File: config.mk
export PLATFORM = sky130hd
export DESIGN_NAME = bp_table_ctrl
export DESIGN_NICKNAME = d
export VERILOG_FILES = /design/src/rtl/bp_table_ctrl_pkg.sv /design/src/rtl/bp_table_ctrl_fifo.sv /design/src/rtl/bp_table_ctrl.sv
export SDC_FILE = /design/constraint.sdc
export NUM_CORES = 1
export LEC_CHECK = 0
export ABC_CLOCK_PERIOD_IN_PS = 2100
export BUFFER_PORTS_ARGS = -buffer_cell sky130_fd_sc_hd__buf_2
export CORE_ASPECT_RATIO = 0.6
export CORE_MARGIN = 2
export CORE_UTILIZATION = 43
export CTS_CLUSTER_DIAMETER = 50
export DETAILED_ROUTE_END_ITERATION = 8
export PLACE_DENSITY = 0.9
export SYNTH_ARGS = -nofsm -noshare
export SYNTH_HDL_FRONTEND = slang
export SYNTH_HIERARCHICAL = 1
export SYNTH_SLANG_ARGS = --single-unit
File: constraint.sdc
create_clock -name clk -period 2.1 [get_ports clk]
set_input_delay 0.105 -clock clk [delete_from_list [all_inputs] [get_ports clk]]
set_output_delay 0.105 -clock clk [all_outputs]
set_load 0.01 [all_outputs]
File: src/rtl/bp_table_ctrl_pkg.sv
// Shared defaults, FSM state type and counter helper for bp_table_ctrl.
package bp_table_ctrl_pkg;

  localparam int         BP_XLEN        = 32;
  localparam int         BP_SIZE_WIDTH  = 4;
  localparam int         BP_UPD_Q_DEPTH = 4;
  localparam logic [1:0] BP_INIT_VAL    = 2'b01;

  typedef enum logic [1:0] {
    ST_INIT   = 2'd0,
    ST_IDLE   = 2'd1,
    ST_UPD_RD = 2'd2,
    ST_UPD_WR = 2'd3
  } bp_state_e;

  // 2-bit saturating step toward the actual branch outcome.
  function automatic logic [1:0] sat_step(input logic [1:0] ctr, input logic jump);
    if (jump) return (ctr == 2'b11) ? 2'b11 : ctr + 2'b01;
    return (ctr == 2'b00) ? 2'b00 : ctr - 2'b01;
  endfunction

endpackage

File: src/rtl/bp_table_ctrl_fifo.sv
// Synchronous FIFO holding queued predictor updates; full/empty from registered occupancy.
module bp_update_fifo #(
  parameter int W     = 6,
  parameter int DEPTH = 4
) (
  input  logic         clk,
  input  logic         rst_n,
  input  logic         push,
  input  logic         pop,
  input  logic [W-1:0] wdata,
  output logic [W-1:0] rdata,
  output logic         full,
  output logic         empty
);

  localparam int AW = $clog2(DEPTH);

  logic [W-1:0]  mem [DEPTH];
  logic [AW-1:0] wr_ptr;
  logic [AW-1:0] rd_ptr;
  logic [AW:0]   count;
  logic          do_push;
  logic          do_pop;

  assign full    = (count == (AW+1)'(DEPTH));
  assign empty   = (count == '0);
  assign do_push = push && !full;
  assign do_pop  = pop && !empty;
  assign rdata   = mem[rd_ptr];

  always_ff @(posedge clk) begin
    if (do_push) mem[wr_ptr] <= wdata;
  end

  always_ff @(posedge clk or negedge rst_n) begin
    if (!rst_n) begin
      wr_ptr <= '0;
      rd_ptr <= '0;
      count  <= '0;
    end else begin
      if (do_push) wr_ptr <= wr_ptr + AW'(1);
      if (do_pop)  rd_ptr <= rd_ptr + AW'(1);
      case ({do_push, do_pop})
        2'b10:   count <= count + (AW+1)'(1);
        2'b01:   count <= count - (AW+1)'(1);
        default: count <= count;
      endcase
    end
  end

endmodule

File: src/rtl/bp_table_ctrl.sv
// Single-port 2-bit predictor SRAM sequencer: init sweep, fetch lookups, queued RMW updates.
// Optional statistics counters are built when BP_TABLE_CTRL_STATS_EN is defined.
module bp_table_ctrl
  import bp_table_ctrl_pkg::*;
#(
  parameter int         XLEN     = BP_XLEN,
  parameter int         IDX_W    = BP_SIZE_WIDTH,
  parameter int         Q_DEPTH  = BP_UPD_Q_DEPTH,
  parameter logic [1:0] INIT_VAL = BP_INIT_VAL
) (
  input  logic             clk,
  input  logic             rst_n,
  input  logic             rdy,
  input  logic             flush,
  input  logic             fet_req,
  input  logic [XLEN-1:0]  fet_pc,
  output logic             fet_gnt,
  output logic             bp_pred_valid,
  output logic             bp_pred,
  input  logic             rob_bp_enable,
  input  logic [XLEN-1:0]  rob_bp_inst_addr,
  input  logic             rob_bp_jump,
  input  logic             rob_bp_correct,
  output logic             bp_full,
  output logic             bp_busy,
  output logic             tbl_en,
  output logic             tbl_we,
  output logic [IDX_W-1:0] tbl_addr,
  output logic [1:0]       tbl_wdata,
  input  logic [1:0]       tbl_rdata,
  output logic [XLEN-1:0]  bp_correct_cnt,
  output logic [XLEN-1:0]  bp_total_cnt
);

`ifdef BP_TABLE_CTRL_STATS_EN
  localparam int ENT_W = IDX_W + 2;
`else
  localparam int ENT_W = IDX_W + 1;
`endif

  bp_state_e        state;
  bp_state_e        state_nxt;
  logic [IDX_W-1:0] sweep_ptr;
  logic             reissue;
  logic [1:0]       rd_data;
  logic             fet_sel;
  logic             upd_sel;
  logic             q_push;
  logic             q_pop;
  logic             q_full;
  logic             q_empty;
  logic [ENT_W-1:0] q_wdata;
  logic [ENT_W-1:0] q_head;
  logic [IDX_W-1:0] head_idx;
  logic             head_jump;
  logic             unused_bits;

`ifdef BP_TABLE_CTRL_STATS_EN
  assign q_wdata = {rob_bp_inst_addr[IDX_W:1], rob_bp_jump, rob_bp_correct};
`else
  assign q_wdata = {rob_bp_inst_addr[IDX_W:1], rob_bp_jump};
`endif
  assign head_idx  = q_head[ENT_W-1 -: IDX_W];
  assign head_jump = q_head[ENT_W-IDX_W-1];
  assign q_push    = rob_bp_enable && !flush && rdy;
  assign q_pop     = (state == ST_UPD_WR) && rdy;

  bp_update_fifo #(.W(ENT_W), .DEPTH(Q_DEPTH)) u_fifo (
    .clk   (clk),
    .rst_n (rst_n),
    .push  (q_push),
    .pop   (q_pop),
    .wdata (q_wdata),
    .rdata (q_head),
    .full  (q_full),
    .empty (q_empty)
  );

  // A full queue steals the read slot from fetch so commits cannot stall forever.
  always_comb begin
    fet_sel = 1'b0;
    upd_sel = 1'b0;
    if (state == ST_IDLE && rdy) begin
      if (q_full)                fet_sel = 1'b0;
      else if (fet_req && !flush) fet_sel = 1'b1;
      if (q_full || (!q_empty && !(fet_req && !flush))) upd_sel = 1'b1;
    end
  end

  always_ff @(posedge clk or negedge rst_n) begin
    if (!rst_n)   state <= ST_INIT;
    else if (rdy) state <= state_nxt;
  end

  // A read re-issued after a stall keeps the FSM in UPD_RD one extra cycle.
  always_comb begin
    state_nxt = state;
    case (state)
      ST_INIT:   if (sweep_ptr == '1) state_nxt = ST_IDLE;
      ST_IDLE:   if (upd_sel) state_nxt = ST_UPD_RD;
      ST_UPD_RD: if (!reissue) state_nxt = ST_UPD_WR;
      ST_UPD_WR: state_nxt = ST_IDLE;
      default:   state_nxt = ST_INIT;
    endcase
  end

  always_comb begin
    tbl_en    = 1'b0;
    tbl_we    = 1'b0;
    tbl_addr  = head_idx;
    tbl_wdata = 2'b00;
    case (state)
      ST_INIT: begin
        tbl_en    = rdy;
        tbl_we    = 1'b1;
        tbl_addr  = sweep_ptr;
        tbl_wdata = INIT_VAL;
      end
      ST_IDLE: begin
        tbl_en   = fet_sel || upd_sel;
        tbl_addr = fet_sel ? fet_pc[IDX_W:1] : head_idx;
      end
      ST_UPD_RD: tbl_en = rdy && reissue;
      ST_UPD_WR: begin
        tbl_en    = rdy;
        tbl_we    = 1'b1;
        tbl_wdata = sat_step(rd_data, head_jump);
      end
      default: tbl_en = 1'b0;
    endcase
  end

  assign fet_gnt = fet_sel;
  assign bp_busy = (state == ST_INIT);
  assign bp_full = q_full;
  assign bp_pred = bp_pred_valid && tbl_rdata[1];

  // The SRAM read result may be lost while rdy is low, so UPD_RD remembers to read again.
  always_ff @(posedge clk or negedge rst_n) begin
    if (!rst_n) begin
      sweep_ptr     <= '0;
      reissue       <= 1'b0;
      rd_data       <= 2'b00;
      bp_pred_valid <= 1'b0;
    end else if (!rdy) begin
      if (state == ST_UPD_RD) reissue <= 1'b1;
    end else begin
      if (state == ST_INIT) sweep_ptr <= sweep_ptr + IDX_W'(1);
      if (state == ST_UPD_RD) begin
        reissue <= 1'b0;
        if (!reissue) rd_data <= tbl_rdata;
      end
      bp_pred_valid <= fet_sel;
    end
  end

`ifdef BP_TABLE_CTRL_STATS_EN
  logic [XLEN-1:0] total_q;
  logic [XLEN-1:0] correct_q;

  always_ff @(posedge clk or negedge rst_n) begin
    if (!rst_n) begin
      total_q   <= '0;
      correct_q <= '0;
    end else if (q_pop) begin
      total_q   <= total_q + XLEN'(1);
      correct_q <= correct_q + XLEN'(q_head[0]);
    end
  end

  assign bp_total_cnt   = total_q;
  assign bp_correct_cnt = correct_q;
  assign unused_bits    = ^{fet_pc[XLEN-1:IDX_W+1], fet_pc[0],
                            rob_bp_inst_addr[XLEN-1:IDX_W+1], rob_bp_inst_addr[0]};
`else
  assign bp_total_cnt   = '0;
  assign bp_correct_cnt = '0;
  assign unused_bits    = ^{fet_pc[XLEN-1:IDX_W+1], fet_pc[0],
                            rob_bp_inst_addr[XLEN-1:IDX_W+1], rob_bp_inst_addr[0],
                            rob_bp_correct};
`endif

endmodule

==> flow_summary.ini <==
[critical_path]
crit_family = flip-flops
critPathRequiredTime_ns = 2.00
cpPeakStageDelay_ns = 0.42
crit_chain = buf_6 -> ha_4 -> and2b_1 -> and3_4 -> a21oi_4 -> a221o_1 -> buf_2
criticalPathCategory = reg -> out
worstPathMaxFanout = 6
crit_path_end_kind = output pin
crit_arrival_ns = 1.91
critPathSlowestCell = dfrtp_1
worstSetupStartpointType = flip-flop
cp.buffers_inverters = 2

[power_and_ir_drop]
p_sw_mw = 1.20
p_per_area_nw_per_um2 = 1280
swShare_pct = 36.3
p_seq_share_pct = 34.6
ir_drop_v = 0.000684
p_int_mw = 2.11
power_leakage_nw = 1.22
comb_power_share_pct = 47.2
clock_power_share_pct = 18.1

[job]
cap_viol_max_count = 0

[global_routing]
track_usage_pct = 13.8
grt_max_degree = 18
grt_pass1_vias = 1217
gr-total-overflow = 0
antenna_found_initial = 0
grt_pass1_wl_um = 6060

[routing]
viasPerCell = 4.27
vias = 1314
dr.pass1.iters = 4
drc = 0
wl_per_cell_um = 13.4
detail-route-antenna-nets = 0
drt_wl_total_um = 4110
drtIter0Drc = 91

[place]
place_area_um2 = 2340
gp_congestion = 0.780
dp.final_hpwl_um = 3170
dp_cells = 291
pre_cts_slack_ns = 0.0812
io_buffer_count = 29

[floorplan]
initial_utilization_pct = 45.5
fp.dieH_um = 61.4
fp-row-count = 20
dieArea_um2 = 6110
num_io_pins = 151
coreArea_um2 = 5180
die_w_um = 99.6

[synth]
syn_area_um2 = 2360
yosys_warnings = 6
yosysSeqAreaShare_pct = 43.5
synth_ff_type = edfxtp_1
synth-edff-count = 20
avgSynthCellArea_um2 = 11.9
netlist_instances = 198
yosys_register_bits = 37
async_reset_ff_share_pct = 45.9
ys_types = 43

[final_layout]
drive_gt1_share_pct = 32.2
areaGrowthSynthToFinish_pct = 9.07
nNetsFinal = 327
final_area_um2 = 2570
antenna_cells = 0
instances_no_fill = 308

[sta]
max_freq_mhz = 496
period_minus_slack_ns = 2.02
fin_crit_sh_pct = 96.0
setup_violations = 0
skew_ns = 0.00294
hold_ws_ns = 0.0276
slew_viol_final = 0
timing.final.ws_setup_ns = 0.0841
rsz0062_at_grt = true
finalHoldViolCount = 0

[clock_network]
numCtsBuffers = 5
clkTransAtPathRegs_ns = 0.07
cts_tree = yes
clock-sinks = 37
cts-root-buf = clkbuf_8
worstSkewPairLatency_ns = 0.29
cts_buffer_depth = 2
htreeDepth = 2

[outcome]
outcome = complete, no violations

[hold_path]
holdCritPathClass = in -> reg
[placed cells by master, fill, tap and decap left out, types with 3 or more instances in the layout]
| cell | netlist | final |
|---|---|---|
| conb_1 | 1 | 64 |
| buf_2 | 2 | 28 |
| edfxtp_1 | 20 | 20 |
| dfrtp_1 | 17 | 15 |
| inv_1 | 12 | 11 |
| buf_4 | 65 | 11 |
| ha_1 | 11 | 7 |
| xnor2_1 | 6 | 6 |
| clkbuf_8 | 0 | 5 |
| mux4_2 | 5 | 5 |
| nand2_1 | 4 | 4 |
| mux2_2 | 4 | 4 |
| and2_2 | 4 | 4 |
| nor2_1 | 3 | 3 |
| a22o_1 | 3 | 3 |
| a21o_1 | 3 | 3 |
| and2_1 | 3 | 3 |
| nand3_1 | 3 | 3 |
| xor2_1 | 3 | 3 |
[through the flow]
step                power [mW]  setup TNS, ns  utilization [%]
floorplan                 2.19              0                -
global placement          2.43              0             45.2
detailed placement        2.49              0             45.2
CTS                       3.16              0             48.2
global route              3.54        -0.0238             49.7
finish                    3.30              0             49.7
[power groups by stage]
stage	Clock, mW	Combinational, mW	Sequential, mW
floorplan	0	1.10	1.09
global placement	0	1.29	1.14
detailed placement	0	1.34	1.16
CTS	0.605	1.42	1.13
global route	0.647	1.72	1.17
finish	0.599	1.56	1.14
[sequential cells by signal, indices dropped and copies added (netlist names), 2 cells and up]
register	cells
rd_data	2
state	2
sweep_ptr	4
u_fifo/count	3
u_fifo/mem	20
u_fifo/rd_ptr	2
u_fifo/wr_ptr	2
[repair_timing]
| item | CTS | global route |
|---|---|---|
| buffers inserted | 5 | 4 |
| endpoints found under the setup margin | 4 | 6 |
| gates resized for setup | 3 | 11 |
| hold endpoints to repair | 17 | 0 |
| hold buffers | 1 | 0 |
| pin swaps | 3 | 4 |
[cell type report]
cell class	instances	area (um^2)
Sequential cell	37	1030
Inverter	12	45.0
Fill cell	462	2610
Tap cell	66	82.6
Clock inverter	2	33.8
Clock buffer	6	72.6
Multi-Input combinational cell	143	1050
Timing Repair Buffer	42	255
[per-layer routing]
layer  routed length (um)  track usage, %  up-vias
li1                     -               -      629
met1                 1900            18.0      626
met2                 1950            22.5       53
met3                  220            4.65        6
met4                   41            4.11        0
met5                    0               0        -
[kinds of logic (layout without fill, tap and decap cells)]
logic type,Yosys count,count (layout),synth area share [%]
compound gates,15,15,5.25
xor+xnor,9,9,3.34
fa+ha+maj,14,14,7.53
buf+inv,81,62,23.7
flops,37,37,43.5
mux,12,12,8.17
other cells,1,64,0.159
simple gates,29,29,8.38
[cells in the mapped netlist (3+ instances only)]
master    number  share of area (%)
ha_1          11                5.8
a21o_1         3               0.95
a22o_1         3                1.1
and2_2         4                1.3
xnor2_1        6                2.2
nand3_1        3               0.64
inv_1         12                1.9
buf_4         65                 21
nor2_1         3               0.48
nand2_1        4               0.64
mux2_2         4                1.9
dfrtp_1       17                 18
and2_1         3               0.80
mux4_2         5                4.8
edfxtp_1      20                 25
xor2_1         3                1.1
[final timing paths]
check,from,endpoint,slack [ns],depth (start not counted)
setup / recovery,state[0],tbl_addr[2],0.08,7
hold / removal,rob_bp_inst_addr[2],u_fifo/mem[1][2],0.03,1
setup reg to reg,state[1],u_fifo/count[2],0.12,9
hold reg to reg,sweep_ptr[3],sweep_ptr[3],0.52,1
max in group asynchronous,rst_n,u_fifo/count[0],1.53,2
min in group asynchronous,rst_n,u_fifo/count[1],0.26,2
No activity file was read; power rests on OpenSTA's default activity.
